--- config.mk ---
export PLATFORM = sky130hd
export DESIGN_NAME = i2c_byte_master
export DESIGN_NICKNAME = d
export VERILOG_FILES = /design/src/rtl/i2c_byte_master.sv
export SDC_FILE = /design/constraint.sdc
export NUM_CORES = 1
export LEC_CHECK = 0
export CORE_MARGIN = 5
export CORE_UTILIZATION = 40
export DETAILED_ROUTE_END_ITERATION = 6
export GPL_TIMING_DRIVEN = 0
export SETUP_SLACK_MARGIN = 0.1
export SLEW_MARGIN = 20
export SYNTH_ARGS = -nofsm -noshare
export SYNTH_HDL_FRONTEND = slang
export SYNTH_SLANG_ARGS = --single-unit
--- constraint.sdc ---
create_clock -name clk -period 2.45 [get_ports clk]
set_input_delay 0.245 -clock clk [delete_from_list [all_inputs] [get_ports clk]]
set_output_delay 0.245 -clock clk [all_outputs]
set_load 0.01 [all_outputs]
--- src/rtl/i2c_byte_master.sv ---
`default_nettype none
// ============================================================================
// Module      : i2c_byte_master
// Description : Sends each accepted byte as a single-byte I2C write to a fixed
//               7-bit slave address: START, addr+W, ACK, data, ACK, STOP.
//               SCL/SDA are open-drain; outputs describe release/pull-low.
// Ports       : clk          system clock (rising edge)
//               rst_n        asynchronous active-low reset
//               i_din        byte to transmit
//               i_din_valid  one-clock request, sampled only when idle
//               o_busy       high from accept until done
//               o_done       one-clock pulse at end of frame
//               o_ack_err    an ACK slot read 1; held until next accept
//               o_scl        I2C clock (1 = released)
//               o_sda_oe     1 = pull SDA low, 0 = release
//               i_sda_in     sampled SDA line
// Revision    : 1.0 - initial release
// ============================================================================
module i2c_byte_master #(
    parameter int         CLK_DIV    = 4,
    parameter logic [6:0] SLAVE_ADDR = 7'h50
) (
    input  logic       clk,
    input  logic       rst_n,
    input  logic [7:0] i_din,
    input  logic       i_din_valid,
    output logic       o_busy,
    output logic       o_done,
    output logic       o_ack_err,
    output logic       o_scl,
    output logic       o_sda_oe,
    input  logic       i_sda_in
);

    localparam int             DIV_W       = (CLK_DIV > 1) ? $clog2(CLK_DIV) : 1;
    localparam logic [DIV_W-1:0] C_DIV_LAST = DIV_W'(CLK_DIV - 1);
    localparam logic [7:0]     C_ADDR_BYTE = {SLAVE_ADDR, 1'b0};

    typedef enum logic [2:0] {
        S_IDLE, S_START, S_ADDR, S_AACK, S_DATA, S_DACK, S_STOP, S_DONE
    } state_t;

    state_t           r_state, w_state_nxt;
    logic [1:0]       r_q, w_q_nxt;
    logic [2:0]       r_bit, w_bit_nxt;
    logic [DIV_W-1:0] r_div;
    logic [7:0]       r_shift;
    logic             r_busy, r_done, r_ack_err, r_scl, r_sda_oe;
    logic             w_scl_nxt, w_sda_oe_nxt, w_tx_bit;
    logic             w_accept, w_tick, w_nack;

    assign w_accept = (r_state == S_IDLE) && i_din_valid;
    assign w_tick   = r_busy && (r_div == C_DIV_LAST);
    assign w_nack   = w_tick && (r_q == 2'd2) && i_sda_in &&
                      ((r_state == S_AACK) || (r_state == S_DACK));

    // Next state / quarter / bit counters
    always_comb begin
        w_state_nxt = r_state;
        w_q_nxt     = r_q;
        w_bit_nxt   = r_bit;
        case (r_state)
            S_IDLE: begin
                if (w_accept) begin
                    w_state_nxt = S_START;
                    w_q_nxt     = 2'd0;
                    w_bit_nxt   = 3'd0;
                end
            end
            S_DONE: w_state_nxt = S_IDLE;
            default: begin
                if (w_tick) begin
                    w_q_nxt = r_q + 2'd1;
                    if (r_q == 2'd3) begin
                        case (r_state)
                            S_START: w_state_nxt = S_ADDR;
                            S_ADDR: begin
                                w_bit_nxt = r_bit + 3'd1;
                                if (r_bit == 3'd7) w_state_nxt = S_AACK;
                            end
                            // ack_err was captured at this slot's q2 tick and
                            // can only have been set by the address ACK here.
                            S_AACK:  w_state_nxt = r_ack_err ? S_STOP : S_DATA;
                            S_DATA: begin
                                w_bit_nxt = r_bit + 3'd1;
                                if (r_bit == 3'd7) w_state_nxt = S_DACK;
                            end
                            S_DACK:  w_state_nxt = S_STOP;
                            S_STOP:  w_state_nxt = S_DONE;
                            default: w_state_nxt = S_IDLE;
                        endcase
                    end
                end
            end
        endcase
    end

    // Line levels are decoded from the *next* state/quarter and registered,
    // so they switch on the same edge as the quarter they belong to.
    assign w_tx_bit = (w_state_nxt == S_ADDR) ? C_ADDR_BYTE[3'd7 - w_bit_nxt]
                                              : r_shift[3'd7 - w_bit_nxt];

    always_comb begin
        w_scl_nxt    = 1'b1;
        w_sda_oe_nxt = 1'b0;
        case (w_state_nxt)
            S_START: begin
                w_scl_nxt    = (w_q_nxt != 2'd3);
                w_sda_oe_nxt = (w_q_nxt >= 2'd2);
            end
            S_ADDR, S_DATA: begin
                w_scl_nxt    = (w_q_nxt == 2'd1) || (w_q_nxt == 2'd2);
                w_sda_oe_nxt = ~w_tx_bit;
            end
            S_AACK, S_DACK: begin
                w_scl_nxt    = (w_q_nxt == 2'd1) || (w_q_nxt == 2'd2);
                w_sda_oe_nxt = 1'b0;
            end
            S_STOP: begin
                w_scl_nxt    = (w_q_nxt != 2'd0);
                w_sda_oe_nxt = (w_q_nxt <= 2'd1);
            end
            default: begin
                w_scl_nxt    = 1'b1;
                w_sda_oe_nxt = 1'b0;
            end
        endcase
    end

    always_ff @(posedge clk or negedge rst_n) begin
        if (!rst_n) begin
            r_state   <= S_IDLE;
            r_q       <= 2'd0;
            r_bit     <= 3'd0;
            r_div     <= '0;
            r_shift   <= 8'd0;
            r_busy    <= 1'b0;
            r_done    <= 1'b0;
            r_ack_err <= 1'b0;
            r_scl     <= 1'b1;
            r_sda_oe  <= 1'b0;
        end else begin
            r_state  <= w_state_nxt;
            r_q      <= w_q_nxt;
            r_bit    <= w_bit_nxt;
            r_scl    <= w_scl_nxt;
            r_sda_oe <= w_sda_oe_nxt;
            r_done   <= (r_state == S_DONE);
            if (w_accept) begin
                r_shift   <= i_din;
                r_busy    <= 1'b1;
                r_ack_err <= 1'b0;
                r_div     <= '0;
            end else begin
                if (r_state == S_DONE) r_busy <= 1'b0;
                if (w_nack) r_ack_err <= 1'b1;
                if (!r_busy || w_tick) r_div <= '0;
                else                   r_div <= r_div + DIV_W'(1);
            end
        end
    end

    assign o_busy    = r_busy;
    assign o_done    = r_done;
    assign o_ack_err = r_ack_err;
    assign o_scl     = r_scl;
    assign o_sda_oe  = r_sda_oe;

endmodule
`default_nettype wire

Word level (Yosys, flattened, before mapping)
Memories as Yosys holds them, arrays and structs flattened.
Cells that the tools add are included.
{ "word_totals": {"ff_bits": 23, "rom_bits": 8, "input_bits": 12, "output_inout_bits": 5, "elab_cells": 83, "memories": 1} }
{ "classes": {"addsub": 4, "order_cmp": 3, "n_eq_ne": 20, "muxes": 28, "bitwise_logic": 1, "n_reduce_logical": 16} }
{ "mem_list": {"columns": ["memory", "depth", "width", "read_ports", "rd_ports_with_merged_regs", "write_ports", "line", "source"], "rows": [
  ["(name not given)", 8, 1, 1, 0, 0, "100", "assign w_tx_bit = (w_state_nxt == S_ADDR) ? C_ADDR_BYTE[3'd7 - w_bit_nxt]"]
]} }
{ "ops": {"columns": ["cell", "n"], "rows": [
  ["$mux W3", 9],
  ["$eq A3 B3 Y1 const B", 8],
  ["$pmux W3 S6", 1],
  ["$eq A3 B2 Y1 const B", 4],
  ["$pmux W3 S2", 2],
  ["$mux W2", 5],
  ["$eq A2 B2 Y1 const B", 4],
  ["$mux W1", 7],
  ["$eq A3 B1 Y1 const B", 2],
  ["$pmux W1 S3", 2],
  ["$reduce_bool A2 Y1", 3],
  ["$logic_and A1 B1 Y1", 5],
  ["$add A2 B1 Y2 const B", 2],
  ["$lt A3 B4 Y1 const B", 1],
  ["$pmux W2 S2", 1],
  ["$reduce_or A2 Y1", 2],
  ["$reduce_or A4 Y1", 1],
  ["$add A3 B1 Y3 const B", 1],
  ["$bmux W1 S3", 1],
  ["$logic_not A3 Y1", 1],
  ["$logic_or A1 B1 Y1", 3],
  ["$sub A3 B3 Y3 const A", 1],
  ["$eq A2 B1 Y1 const B", 1],
  ["$ge A2 B2 Y1 const B", 1],
  ["4 further kinds", 4]
]} }

Longest topological paths before layout
Gate-level depths: netlist (run 1).
{ "depth": {"word_depth": 12, "ltp_mapped": 10, "depth_no_buf": 10} }

Least setup slack after synthesis (run 1)
Ideal clock, no wire load.
{ "synth_timing": {"path_type": "flip-flop to flip-flop", "startpoint": "register r_state[2]", "endpoint": "register r_sda_oe, in the netlist o_sda_oe", "arrival_ns": 2.076, "required_ns": 2.319, "setup_slack_ns": 0.244, "stages_incl_launch_ff": 10, "path_buffers": 1, "synth_period_minus_slack_ns": 2.206, "cell_sequence": "dfrtp_1 buf_4 and3_1 nor3_1 mux2i_1 inv_1 ha_1 o211ai_1 o31a_1 o31ai_2"} }
{ "synth_via": {"word_cells_on_any_way": 39, "cone_classes": "add/sub: 1; order compare: 2; eq/ne: 11; mux: 19; bitwise: 1; reduce/logical: 4; memory: 1"} }
{ "synth_lines": {"columns": ["item", "line", "source"], "rows": [
  ["from (decl)", "43", "state_t r_state, w_state_nxt;"],
  ["from (signal assigned)", "143", "r_state <= w_state_nxt;"],
  ["$logic_not A3 Y1", "52, 62", null],
  ["$logic_and A1 B1 Y1", "52", "assign w_accept = (r_state == S_IDLE) && i_din_valid;"],
  ["$mux W2", "64", "if (w_accept) begin"],
  ["$pmux W2 S2 *", "62", "case (r_state)"],
  ["via w_q_nxt[1]", "44", "logic [1:0] r_q, w_q_nxt;"],
  ["$le A2 B1 Y1 / $ge A2 B2 Y1 (equally long branches)", "121, 109", null],
  ["$pmux W1 S3 *", "106", "case (w_state_nxt)"],
  ["via w_sda_oe_nxt", "49", "logic w_scl_nxt, w_sda_oe_nxt, w_tx_bit;"],
  ["to (signal assigned)", "147", "r_sda_oe <= w_sda_oe_nxt;"],
  ["to (decl)", "48", "logic r_busy, r_done, r_ack_err, r_scl, r_sda_oe;"]
]} }
Mark *: on every way through the listed nets, which the timed path passes. The rest lies on a longest branch. The select of a mux whose other input is x is not followed.
A chain may end at the register's enable or synchronous reset.

Worst setup path after layout (run 1)
{ "layout_timing": {"startpoint": "register r_state[1]", "endpoint": "register r_sda_oe, in the netlist o_sda_oe"} }
Same word-level chain as after synthesis.

==> results of run 1 <==
critical path, cell delays in order, from the launching register on:
cell      delay [ns]
dfrtp_2         0.46
buf_4           0.16
and3_4          0.19
nor3_4          0.29
mux2i_4         0.34
inv_2           0.08
ha_1            0.19
o211ai_1        0.19
o31a_1          0.19
o31ai_2         0.07
where the power goes:
part	switching, mW	total, mW	internal, mW	leakage (nW)
sequential	0.107	0.634	0.527	0.286
combinational	0.520	1.01	0.491	0.465
clock	0.120	0.181	0.0610	0.0177
synthesized netlist by cell type (2+ instances only):
| library cell | number | share of area (%) |
|---|---|---|
| clkbuf_1 | 4 | 1.2 |
| xnor2_1 | 2 | 1.4 |
| inv_1 | 6 | 1.7 |
| a211oi_1 | 2 | 1.2 |
| nand3_1 | 2 | 0.78 |
| ha_1 | 9 | 8.7 |
| a21oi_1 | 6 | 2.3 |
| nand2_1 | 33 | 9.6 |
| nor3_1 | 5 | 1.9 |
| and3_1 | 4 | 1.9 |
| mux2i_1 | 3 | 2.3 |
| nand3b_1 | 2 | 1.2 |
| dfrtp_1 | 22 | 43 |
| o21ai_0 | 3 | 1.2 |
| nor2_1 | 8 | 2.3 |
stage by stage:
stage | total power [mW] | hold slack (ns) | utilization [%]
5_1_grt | 1.986 | 0.4089 | 55.28
6_report | 1.826 | 0.4157 | 55.28
2_1_floorplan | 1.143 | -0.05059 | -
3_5_place_dp | 1.358 | 0.4506 | 48.86
3_3_place_gp | 1.328 | 0.4266 | 48.86
4_1_cts | 1.647 | 0.4315 | 52.24
placed cells by master, fill, tap and decap left out, drive strengths merged, types with 2 or more instances in the layout:
| master | n |
|---|---|
| nand3 | 2 |
| mux2i | 3 |
| a211oi | 2 |
| xnor2 | 2 |
| nor3 | 5 |
| nor2 | 8 |
| o21ai | 3 |
| o31ai | 2 |
| nand3b | 2 |
| clkbuf | 6 |
| clkdlybuf4s50 | 15 |
| dfrtp | 22 |
| nand2 | 34 |
| and3 | 4 |
| buf | 11 |
| ha | 9 |
| a21oi | 6 |
| inv | 6 |
registers in the layout, summed over array words and instances (netlist names):
| signal | cells |
|---|---|
| o_ack_err | 1 |
| o_busy | 1 |
| o_done | 1 |
| o_scl | 1 |
| o_sda_oe | 1 |
| r_bit | 3 |
| r_div | 2 |
| r_q | 2 |
| r_shift | 8 |
| r_state | 3 |
worst max-delay path by stage:
stage,start,end,slack [ns],depth (start not counted)
after detailed placement,i_din_valid,o_sda_oe,-0.21,10
after CTS,r_state[0],o_scl,0.13,8
after floorplan,r_state[2],o_sda_oe,0.24,9
final,r_state[1],o_sda_oe,0.19,9
after global placement,i_din_valid,o_sda_oe,-0.12,10
after global routing,r_state[1],o_sda_oe,0.09,9
routing by layer:
metal / vias up / share of wire [%] / global-route usage [%]
met1: 543 / 46 / 17.00
met3: 2 / 4.4 / 3.373
li1: 534 / - / -
met5: - / 0 / 0
met2: 29 / 49 / 25.99
met4: 0 / 0.63 / 5.838
cell type report:
cell class              instances  area share [%]
flip-flops and latches         23           34.04
clock buffers                   3           1.324
multi-input cells             101           44.78
repair buffers                 25           13.24
inverters                       6           1.324
well taps                      44           3.235
clock inverters                 1          0.2941
plain buffers                   5           1.765
kinds of logic after synthesis:
logic type               after synthesis  share of synthesized area, %
XOR/XNOR                               2                         1.359
AND/OR/NAND/NOR                       61                         22.62
buffers and inverters                 11                         3.495
multiplexers                           5                         4.951
AO/OA/AOI/OAI                         23                         13.30
flip-flops                            23                         44.76
adder cells (fa/ha/maj)               10                         9.515
timing repair:
action,in CTS,in global routing
hold endpoints to repair,0,22
hold buffers,0,1
pin swaps,0,2
gates resized for setup,14,12
buffers inserted,2,6
setup endpoints to repair,2,2
==> impl_metrics.py, run 1 <==
metrics = {
    "synth": {
        "synth_cells": 135,
        "ys_ff_latch": 23,
        "synth_edf_count": 0,
        "syn_area_sq_um": 1289,
        "avgSynthCellArea_sq_um": 9.546,
        "ys_types": 39,
        "async_flop_share_pct": 100.0,
        "synth_seq_area_share_pct": 44.76,
        "synth-warning-count": 0,
        "syn_nets": 156,
        "synthFlopType": "dfrtp_1",
    },
    "die": {
        "initial_core_util_pct": 41.87,
        "ios": 17,
        "rows": 20,
        "die-area_sq_um": 4457,
        "fp.dieH_microns": 66.76,
        "core_sq_um": 3078,
        "die_w_microns": 66.76,
    },
    "place": {
        "dp.cells": 195,
        "dpl.hpwl_microns": 1984,
        "port_buffers": 16,
        "postPlaceCellArea_sq_um": 1504,
        "place_ws_ns": -0.2061,
        "gp_congestion": 0.8723,
    },
    "detailed_routing": {
        "routedWlPerCell_microns": 14.53,
        "drt_iter0_drc": 71,
        "wirelength_microns": 3023,
        "vias": 1108,
        "via_per_inst": 5.327,
        "post-route-drc-count": 0,
        "first_pass_iters": 4,
        "ant_nets": 0,
    },
    "timing": {
        "finalWorstPathRequiredPeriod_ns": 2.265,
        "worst_slack_ns": 0.1855,
        "hold_viol": 0,
        "final_max_slew_viol_count": 0,
        "layout_worst_path_cycle_share_pct": 92.43,
        "worst_pin_slew_ns": 0.5280,
        "rsz0062_at_grt": "yes",
        "fmax_ghz": 0.4416,
        "tns_ns": 0,
        "setup_viol": 0,
        "skew_ns": 0.006914,
        "max_slew_margin_pct": 64.59,
    },
    "setup_path": {
        "arrival_ns": 2.47,
        "criticalPathCategory": "reg -> reg",
        "worst_r2r_endpoint": "o_sda_oe",
        "reg2regPathDepth": 9,
        "end_kind": "register",
        "cp-start-kind": "register",
        "cp.required_ns": 2.65,
        "cp_max_fo": 4,
        "r2r_start": "r_state[1]",
        "reg2reg_slack_ns": 0.19,
    },
    "power_and_ir_drop": {
        "powerDensity_nw_per_um2": 1073,
        "max-vdd-ir-drop_uv": 430.3,
        "p_leak_nw": 0.7687,
    },
    "clock_network": {
        "cts_tree": "done",
        "clock-sinks": 23,
        "clk_path_buf_depth": 2,
        "cts-buffers-inserted": 3,
        "htreeDepth": 1,
        "cts_root_buf": "clkbuf_4",
        "clk_pin_slew_ns": 0.14,
        "clkLatencyLatePin_ns": 0.31,
    },
    "grt": {
        "grt_start_max_net_pins": 24,
        "grt_pass1_wl_microns": 4926,
        "overflow": 0,
        "antenna_found_initial": 0,
        "track_usage_pct": 14.71,
        "grt_pass1_vias": 1098,
    },
    "final_layout": {
        "area_delta_synth_final_pct": 32.04,
        "stdcell_count": 208,
        "layout-drive-gt1-share_pct": 23.17,
        "nets": 186,
        "n_antenna_cell": 0,
        "multiInputGateArea_sq_um": 762.0,
        "postLayoutCellArea_sq_um": 1702,
        "final-seq-area_sq_um": 579.3,
        "fill_cells": 276,
    },
    "status": {
        "status": "finished, final reports clean",
    },
    "job": {
        "cap_violations": 0,
    },
    "hold_path": {
        "hold_path.class": "in -> async",
    },
}
Power figures use the tool's default switching activity.
==> inputs of run 2 (changes only) <==
--- a/config.mk
+++ b/config.mk
@@ -5,10 +5,13 @@
 export SDC_FILE = /design/constraint.sdc
 export NUM_CORES = 1
 export LEC_CHECK = 0
+export ABC_CLOCK_PERIOD_IN_PS = 2450
 export CORE_MARGIN = 5
-export CORE_UTILIZATION = 40
+export CORE_UTILIZATION = 45
+export CTS_CLUSTER_SIZE = 14
 export DETAILED_ROUTE_END_ITERATION = 6
 export GPL_TIMING_DRIVEN = 0
+export PLACE_DENSITY = 0.67
 export SETUP_SLACK_MARGIN = 0.1
 export SLEW_MARGIN = 20
 export SYNTH_ARGS = -nofsm -noshare
==> run 2 against run 1 <==
Effect of this change: worst setup slack worse by 0.027 ns; combinational power down 11%; register-to-register slack worse by 0.03 ns; final cell count down 8.2%; final area down 3.7%; die area down 9.5%; clock skew up 0.0029 ns; sequential power about the same; wire length down 5.1%.
==> impl_metrics.py, run 2 (synthesis gave the netlist of run 1 again) <==
metrics = {
    "timing": {
        "worst_pin_slew_ns": 0.5260,
        "layout_worst_path_cycle_share_pct": 93.52,
        "hold_viol": 0,
        "max_slew_margin_pct": 64.93,
        "setup_viol": 0,
        "worst_slack_ns": 0.1587,
        "rsz0062_at_grt": "yes",
        "finalWorstPathRequiredPeriod_ns": 2.291,
        "fmax_ghz": 0.4364,
        "skew_ns": 0.009800,
        "final_max_slew_viol_count": 0,
        "tns_ns": 0,
    },
    "setup_path": {
        "cp_top_family": "simple AND/OR/NAND/NOR gates",
        "end_kind": "register",
        "reg2reg_slack_ns": 0.16,
        "arrival_ns": 2.49,
        "cp.required_ns": 2.65,
        "cp-start-kind": "register",
        "slowest_delay_ns": 0.40,
        "path_cells": "buf_4 > and3_2 > nor3_4 > mux2i_4 > inv_1 > ha_1 > o211ai_1 > o31a_1 > o31ai_2",
        "critPathSlowestCell": "dfrtp_1",
        "crit_buf_inv": 2,
        "criticalPathCategory": "reg -> reg",
        "cp_max_fo": 10,
    },
    "detailed_routing": {
        "via_per_inst": 5.691,
        "drt_iter0_drc": 90,
        "wirelength_microns": 2870,
        "vias": 1087,
        "routedWlPerCell_microns": 15.03,
        "first_pass_iters": 4,
        "ant_nets": 0,
        "post-route-drc-count": 0,
    },
    "job": {
        "cap_violations": 0,
    },
    "clock_network": {
        "clk_path_buf_depth": 2,
        "clkLatencyLatePin_ns": 0.31,
        "clk_pin_slew_ns": 0.13,
        "cts-buffers-inserted": 3,
        "clock-sinks": 23,
        "cts_root_buf": "clkbuf_4",
        "cts_tree": "done",
        "htreeDepth": 1,
    },
    "final_layout": {
        "reg_top3": "r_shift: 8 flops, r_bit: 3 flops, r_state: 3 flops",
        "postLayoutCellArea_sq_um": 1638,
        "final-seq-area_sq_um": 579.3,
        "area_delta_synth_final_pct": 27.09,
        "fill_cells": 247,
        "stdcell_count": 191,
        "layout-drive-gt1-share_pct": 19.38,
        "largest_reg_flops": 8,
        "nets": 182,
        "mostFrequentLayoutCells": "nand2_1, dfrtp_1, clkdlybuf4s50_1",
        "n_antenna_cell": 0,
        "final_common_cell": "nand2_1",
        "multiInputGateArea_sq_um": 752.0,
        "regMostFlops": "r_shift",
    },
    "grt": {
        "track_usage_pct": 15.07,
        "grt_pass1_wl_microns": 4809,
        "grt_start_max_net_pins": 24,
        "grt_pass1_vias": 1051,
        "overflow": 0,
        "antenna_found_initial": 0,
    },
    "die": {
        "core_sq_um": 2758,
        "rows": 19,
        "ios": 17,
        "fp.dieH_microns": 63.52,
        "initial_core_util_pct": 46.73,
        "die-area_sq_um": 4034,
        "die_w_microns": 63.52,
    },
    "place": {
        "dpl.hpwl_microns": 1997,
        "gp_congestion": 0.9063,
        "postPlaceCellArea_sq_um": 1488,
        "dp.cells": 182,
        "port_buffers": 16,
        "place_ws_ns": -0.2043,
    },
    "hold_path": {
        "hold_path.class": "in -> async",
    },
    "status": {
        "status": "finished, final reports clean",
    },
    "power_and_ir_drop": {
        "p_leak_nw": 0.7472,
        "max-vdd-ir-drop_uv": 622.6,
        "power.total_mw": 1.709,
        "powerDensity_nw_per_um2": 1043,
    },
}
## run 2: worst paths after layout
check                           startpoint  cells past startpoint          to
worst max-delay path            r_state[2]                      9    o_sda_oe
worst min-delay path                 rst_n                      2      o_done
worst max register to register  r_state[2]                      9    o_sda_oe
worst min register to register  r_shift[1]                      2  r_shift[1]
max in group asynchronous            rst_n                      2  r_state[0]
min in group clk                  i_din[3]                      3  r_shift[3]
## run 2: stage by stage
stage	hold WS [ns]	utilization (%)
5_1_grt	0.4248	59.39
3_5_place_dp	0.4615	53.95
3_3_place_gp	0.4262	53.95
6_report	0.4267	59.39
4_1_cts	0.4364	57.30
2_1_floorplan	-0.05059	-
## run 2: worst register-to-register path, cell delays in order, from the launching register on
cell and delay (ns):
dfrtp_1 0.40, buf_4 0.18, and3_2 0.27, nor3_4 0.29, mux2i_4 0.32, inv_1 0.10
ha_1 0.19, o211ai_1 0.17, o31a_1 0.18, o31ai_2 0.07
## run 2: where the power goes
part	switching [mW]	leakage [nW]	internal, mW
clock	0.114	0.0150	0.0636
sequential	0.107	0.286	0.527
combinational	0.482	0.446	0.415
total	0.704	0.747	1.01
## run 2: routing by layer
layer,up-vias,global-route usage (%),routed length [microns]
met4,0,7.013,46
met3,4,3.020,185
li1,525,-,-
met5,-,0,0
met1,520,18.13,1134
met2,38,25.51,1503
## run 2: timing repair
item	4_1_cts	5_1_grt
setup buffers	1	3
hold endpoints to repair	0	22
resized for setup	12	9
hold buffers	0	1
setup endpoints to repair	2	2
pin swaps	0	1
## run 2: final cells by class
type	instances	area share, %
Clock buffer	4	1.604
Buffer	5	1.451
Tap cell	31	2.368
Timing Repair Buffer	21	11.92
Inverter	6	1.375
Multi-Input combinational cell	101	45.91
Sequential cell	23	35.37
